--- src/rtl/fifo_axis_pkg.sv ---
// Shared types and default sizing for the FIFO-to-AXI4-Stream drain stage.
package fifo_axis_pkg;

  typedef enum logic [1:0] {
    StIdle,
    StRun,
    StFinish
  } state_e;

  localparam int unsigned DefDataW   = 16;
  localparam int unsigned DefFrameLen = 256;
  localparam int unsigned DefLenW    = 16;

endpackage

--- src/rtl/fifo_skid_buf.sv ---
// Two-entry in-order buffer between the FIFO read port and the stream output.
module fifo_skid_buf
  import fifo_axis_pkg::*;
#(
  parameter int unsigned DATA_W = DefDataW
) (
  input  logic              clk,
  input  logic              srst,
  input  logic              push,
  input  logic [DATA_W-1:0] push_data,
  input  logic              pop,
  output logic [1:0]        occ,
  output logic              head_valid,
  output logic [DATA_W-1:0] head_data
);

  logic [DATA_W-1:0] mem_q [2];
  logic              wr_ptr_q;
  logic              rd_ptr_q;
  logic [1:0]        occ_q;
  logic              do_push;
  logic              do_pop;

  assign do_pop  = pop & (occ_q != 2'd0);
  assign do_push = push & ((occ_q != 2'd2) | do_pop);

  always_ff @(posedge clk) begin
    if (srst) begin
      mem_q[0] <= '0;
      mem_q[1] <= '0;
      wr_ptr_q <= 1'b0;
      rd_ptr_q <= 1'b0;
      occ_q    <= 2'd0;
    end else begin
      if (do_push) begin
        mem_q[wr_ptr_q] <= push_data;
        wr_ptr_q        <= ~wr_ptr_q;
      end
      if (do_pop) begin
        rd_ptr_q <= ~rd_ptr_q;
      end
      unique case ({do_push, do_pop})
        2'b10:   occ_q <= occ_q + 2'd1;
        2'b01:   occ_q <= occ_q - 2'd1;
        default: occ_q <= occ_q;
      endcase
    end
  end

  assign occ        = occ_q;
  assign head_valid = (occ_q != 2'd0);
  assign head_data  = mem_q[rd_ptr_q];

endmodule

--- src/rtl/fifo_axis_packer.sv ---
// Drains a 1-cycle-latency FIFO into fixed-length AXI4-Stream frames with tlast,
// stopping only on frame boundaries when enable drops.
module fifo_axis_packer
  import fifo_axis_pkg::*;
#(
  parameter int unsigned DATA_W    = DefDataW,
  parameter int unsigned FRAME_LEN = DefFrameLen,
  parameter int unsigned LEN_W     = DefLenW
) (
  input  logic              clk,
  input  logic              srst,
  input  logic              enable,
  input  logic [DATA_W-1:0] fifo_dout,
  input  logic              fifo_empty,
  output logic              fifo_rd_en,
  output logic [DATA_W-1:0] m_axis_tdata,
  output logic              m_axis_tvalid,
  input  logic              m_axis_tready,
  output logic              m_axis_tlast,
  output logic              busy,
  output logic              frame_done,
  output logic [15:0]       frame_cnt
);

  localparam logic [LEN_W-1:0] LastIdx = LEN_W'(FRAME_LEN - 1);

  state_e            state_q, state_d;
  logic              inflight_q;
  logic [LEN_W-1:0]  rd_cnt_q, rd_cnt_d;
  logic [LEN_W-1:0]  beat_cnt_q, beat_cnt_d;
  logic [15:0]       frame_cnt_q;
  logic              frame_done_q;

  logic [1:0]        occ;
  logic              head_valid;
  logic [DATA_W-1:0] head_data;
  logic              pop;
  logic              last_beat;
  logic [1:0]        used;
  logic              slot_free;
  logic              rd_ok;
  logic              rd_en;
  logic              wrap_rd;

  fifo_skid_buf #(
    .DATA_W (DATA_W)
  ) u_skid (
    .clk        (clk),
    .srst       (srst),
    .push       (inflight_q),
    .push_data  (fifo_dout),
    .pop        (pop),
    .occ        (occ),
    .head_valid (head_valid),
    .head_data  (head_data)
  );

  assign pop       = head_valid & m_axis_tready;
  assign last_beat = (beat_cnt_q == LastIdx);

  // A beat leaving this cycle frees a slot, which keeps one beat per cycle going.
  assign used      = occ + {1'b0, inflight_q};
  assign slot_free = (used < 2'd2) | (pop & (used == 2'd2));

  // Never start the next frame's first read once enable has dropped.
  assign rd_ok   = (state_q != StFinish) & (enable | (rd_cnt_q != '0));
  assign rd_en   = ~srst & (state_q == StRun) & ~fifo_empty & slot_free & rd_ok;
  assign wrap_rd = rd_en & (rd_cnt_q == LastIdx);

  always_comb begin
    rd_cnt_d = rd_cnt_q;
    if (rd_en) begin
      rd_cnt_d = wrap_rd ? '0 : rd_cnt_q + 1'b1;
    end
  end

  always_comb begin
    beat_cnt_d = beat_cnt_q;
    if (pop) begin
      beat_cnt_d = last_beat ? '0 : beat_cnt_q + 1'b1;
    end
  end

  always_comb begin
    state_d = state_q;
    unique case (state_q)
      StIdle: begin
        if (enable) state_d = StRun;
      end
      StRun: begin
        if (~enable & (wrap_rd | (rd_cnt_q == '0))) state_d = StFinish;
      end
      StFinish: begin
        if ((occ == 2'd0) & ~inflight_q & (beat_cnt_q == '0)) state_d = StIdle;
      end
      default: state_d = StIdle;
    endcase
  end

  always_ff @(posedge clk) begin
    if (srst) begin
      state_q      <= StIdle;
      inflight_q   <= 1'b0;
      rd_cnt_q     <= '0;
      beat_cnt_q   <= '0;
      frame_cnt_q  <= '0;
      frame_done_q <= 1'b0;
    end else begin
      state_q      <= state_d;
      inflight_q   <= rd_en;
      rd_cnt_q     <= rd_cnt_d;
      beat_cnt_q   <= beat_cnt_d;
      frame_done_q <= pop & last_beat;
      if (pop & last_beat) begin
        frame_cnt_q <= frame_cnt_q + 16'd1;
      end
    end
  end

  assign fifo_rd_en    = rd_en;
  assign m_axis_tdata  = head_data;
  assign m_axis_tvalid = head_valid;
  assign m_axis_tlast  = head_valid & last_beat;
  assign busy          = (state_q != StIdle);
  assign frame_done    = frame_done_q;
  assign frame_cnt     = frame_cnt_q;

endmodule

--- config.mk ---
export PLATFORM = sky130hd
export DESIGN_NAME = fifo_axis_packer
export DESIGN_NICKNAME = d
export VERILOG_FILES = /design/src/rtl/fifo_axis_pkg.sv /design/src/rtl/fifo_skid_buf.sv /design/src/rtl/fifo_axis_packer.sv
export SDC_FILE = /design/constraint.sdc
export NUM_CORES = 1
export LEC_CHECK = 0
export CORE_ASPECT_RATIO = 0.6
export CORE_MARGIN = 5
export CORE_UTILIZATION = 59
export CTS_CLUSTER_DIAMETER = 80
export DETAILED_ROUTE_END_ITERATION = 10
export PLACE_DENSITY = 0.95
export RECOVER_POWER = 25
export REMOVE_ABC_BUFFERS = 1
export SYNTH_ARGS = -nofsm -noshare
export SYNTH_HDL_FRONTEND = slang
export SYNTH_SLANG_ARGS = --single-unit
--- constraint.sdc ---
create_clock -name clk -period 3.1 [get_ports clk]
set_input_delay 0.31 -clock clk [delete_from_list [all_inputs] [get_ports clk]]
set_output_delay 0.31 -clock clk [all_outputs]
set_load 0.01 [all_outputs]
==> flow_metrics.env <==
export IMPL_synth_edff_count=32
export IMPL_first_iter_violations=214
export IMPL_tightestPinTransition_ns=0.9629
export IMPL_drt_pass1_iterations=5
export IMPL_yosysWarningCount=0
export IMPL_synth_ff_type="dfxtp_1"
export IMPL_initial_core_util=0.6145
export IMPL_vias=3275
export IMPL_diodes=0
export IMPL_clkLatencyLatePin_ns=0.34
export IMPL_max_freq_mhz=341.3
export IMPL_htree_levels=3
export IMPL_routedWlPerCell_um=17.73
export IMPL_path_cells="ha_1, nand3b_1, a22oi_2, and3_1, clkdlybuf4s50_1"
export IMPL_fin_crit_sh=0.9452
export IMPL_hpwlAfterDp_um=6769
export IMPL_end_kind="primary output"
export IMPL_crit_type="flop to primary output"
export IMPL_clkTransAtPathRegs_ns=0.06
export IMPL_cp_start_kind="flop"
export IMPL_port_buffers=57
export IMPL_synthCells=413
export IMPL_ctsHoldBuffers=0
export IMPL_ys_seq_elements=89
export IMPL_maxCapViolCount=0
export IMPL_finalMaxSlewViolations=0
export IMPL_critPathArrivalTime_ns=2.62
export IMPL_die_area_sq_um=8843
export IMPL_area_growth_pct=22.59
export IMPL_cts_sinks=89
export IMPL_grt_start_max_net_pins=38
export IMPL_slew_headroom=0.3581
export IMPL_track_usage=0.2344
export IMPL_cts_root_buf="clkbuf_16"
export IMPL_synthesis_area_sq_um=4138
export IMPL_globalplace_congestion=0.8410
export IMPL_netlist_cell_type_count=42
export IMPL_skew_ns=0.006254
export IMPL_totalWireLength_um=9964
export IMPL_antenna_found_initial=0
export IMPL_grt_overflow=0
export IMPL_vdd_ir_drop_max_mv=0.4075
export IMPL_synth_yosys_seq_area_share=0.5080
export IMPL_fin_tns_setup_ns=0
export IMPL_crit_required_ns=2.79
export IMPL_rsz0062_at_grt="false"
export IMPL_leakage_nw=1.828
export IMPL_cts_tree="done"
export IMPL_cts_resized=0
export IMPL_cts_buffers_inserted=9
export IMPL_grt_first_pass_wirelength_um=16240
export IMPL_async_flop_share=0
export IMPL_io_pin_count=58
export IMPL_drtAntennaViolNets=0
export IMPL_clock_path_buffers=2
export IMPL_fp_dieW_um=118.1
export IMPL_critical_path_max_stage_delay_ns=0.59
export IMPL_power_mw=2.462
export IMPL_syn_area_per_cell_sq_um=10.02
export IMPL_postCtsSetupBuffers=0
export IMPL_setup_viol=0
export IMPL_crit_fanout=8
export IMPL_cp_slowest_cell="clkdlybuf4s50_1"
export IMPL_fin_nets=498
export IMPL_min_period_ns=2.930
export IMPL_p_per_area_nw_per_um2=485.3
export IMPL_core_area_sq_um=6734
export IMPL_drcViolationCount=0
export IMPL_die_h_um=74.87
export IMPL_fillCellCount=440
export IMPL_hold_violations=0
export IMPL_hold_class="flop to flop"
export IMPL_status="finished clean"
export IMPL_fp_row_count=23
export IMPL_grt_pass1_vias=3218
export IMPL_drive_above_1_share=0.09263
export IMPL_routed_via_density=5.827
## per-stage QoR
step / hold WS, ns / cell area, sq um / utilization / cells / setup slack (ns)
2_1_floorplan: 0.3791 / 4068 / - / 396 / 0.7513
3_3_place_gp: 0.4649 / 4792 / 0.7116 / 546 / 0.4319
3_5_place_dp: 0.4842 / 4792 / 0.7116 / 546 / 0.3182
4_1_cts: 0.4952 / 5079 / 0.7542 / 562 / 0.04415
5_1_grt: 0.5049 / 5072 / 0.7533 / 562 / 0.06550
6_report: 0.4914 / 5072 / 0.7533 / 562 / 0.1698
## synth_stat cells, types with 3 or more instances
cell type  number  area share
and4_1          4      0.0085
xor2_1         14       0.030
nand3_1        13       0.016
ha_1            7       0.021
nor2_1         44       0.040
nand2_1        16       0.015
or4_1           3      0.0054
edfxtp_1       32        0.23
nor3_1          7      0.0085
nand4_1        16       0.024
mux2_2         16       0.044
or3_1          15       0.023
or2_2           7       0.011
o21ai_0        16       0.019
clkbuf_1       14       0.013
inv_1          17       0.015
and2_1         35       0.053
and3_1          5      0.0076
dfxtp_1        57        0.28
a21oi_1        19       0.023
xnor2_1        19       0.040
nor4_1          9       0.014
## layer usage
| metal | routed length (um) | part of all wire | global-route usage | vias up |
|---|---|---|---|---|
| li1 | - | - | - | 1560 |
| met1 | 4238 | 0.43 | 0.2868 | 1574 |
| met5 | 0 | 0 | 0 | - |
| met3 | 558 | 0.056 | 0.05556 | 26 |
| met4 | 229 | 0.023 | 0.09160 | 0 |
| met2 | 4937 | 0.50 | 0.4125 | 115 |
## placed cells by master (no fill, tap or decap), drive strengths merged, types with 12 or more instances in the layout
| master | synthesis | final |
|---|---|---|
| nand3 | 13 | 13 |
| nor2 | 44 | 44 |
| a21oi | 19 | 19 |
| xnor2 | 19 | 19 |
| xor2 | 14 | 14 |
| inv | 17 | 17 |
| o21ai | 16 | 16 |
| clkbuf | 14 | 12 |
| dlygate4sd3 | 0 | 16 |
| mux2 | 16 | 16 |
| or3 | 15 | 15 |
| clkdlybuf4s50 | 0 | 41 |
| nand2 | 16 | 16 |
| edfxtp | 32 | 32 |
| dfxtp | 57 | 57 |
| nand4 | 17 | 17 |
| and2 | 35 | 35 |
## state kept, by name (all words and copies together), names as in the netlist, named ones only
register / cells
u_skid.wr_ptr_q: 1
u_skid.rd_ptr_q: 1
beat_cnt_q: 16
frame_done: 1
inflight_q: 1
rd_cnt_q: 16
frame_cnt: 16
u_skid.occ: 2
u_skid.mem_q: 32
state_q: 2
## worst paths after layout
check                                           startpoint                          to  slack, ns  cells past startpoint
worst max-delay path            u_skid.occ[0]$_SDFFE_PP0P_                  fifo_rd_en       0.17                      5
worst min-delay path            frame_cnt[15]$_SDFFE_PP0P_  frame_cnt[15]$_SDFFE_PP0P_       0.49                      2
worst max register to register  u_skid.occ[0]$_SDFFE_PP0P_    rd_cnt_q[0]$_SDFFE_PP0P_       0.47                      7
worst min register to register  frame_cnt[15]$_SDFFE_PP0P_  frame_cnt[15]$_SDFFE_PP0P_       0.49                      2
## area by class of cell
class,instances,area [sq um],share of cell area
multi-input cells,289,1903,0.3752
inverters,18,67.56,0.01332
clock inverters,7,61.31,0.01209
well taps,87,108.9,0.02146
flip-flops and latches,89,2102,0.4144
repair buffers,63,604.3,0.1191
clock buffers,9,225.2,0.04440
## cell families (layout without fill, tap and decap cells)
logic type | after synthesis | after routing | share of synthesized area
AO/OA/AOI/OAI | 45 | 45 | 0.06380
XOR/XNOR | 33 | 33 | 0.06985
adder cells (fa/ha/maj) | 7 | 7 | 0.02117
buffers and inverters | 35 | 97 | 0.03326
flip-flops | 89 | 89 | 0.5080
multiplexers | 18 | 18 | 0.04838
AND/OR/NAND/NOR | 186 | 186 | 0.2555
## worst max-delay path: cells and delay by family, from the launching register on
kind                     cells  cell delay [ns]
flip-flops                   1             0.54
AND/OR/NAND/NOR              2             0.51
buffers and inverters        1             0.59
adder cells (fa/ha/maj)      1             0.32
AO/OA/AOI/OAI                1             0.32
## power by group
group	internal, mW	total, mW	switching [mW]
sequential	1.23	1.25	0.0174
combinational	0.0838	0.156	0.0725
clock	0.614	1.06	0.443
total	1.93	2.46	0.533
Power figures use the tool's default switching activity.
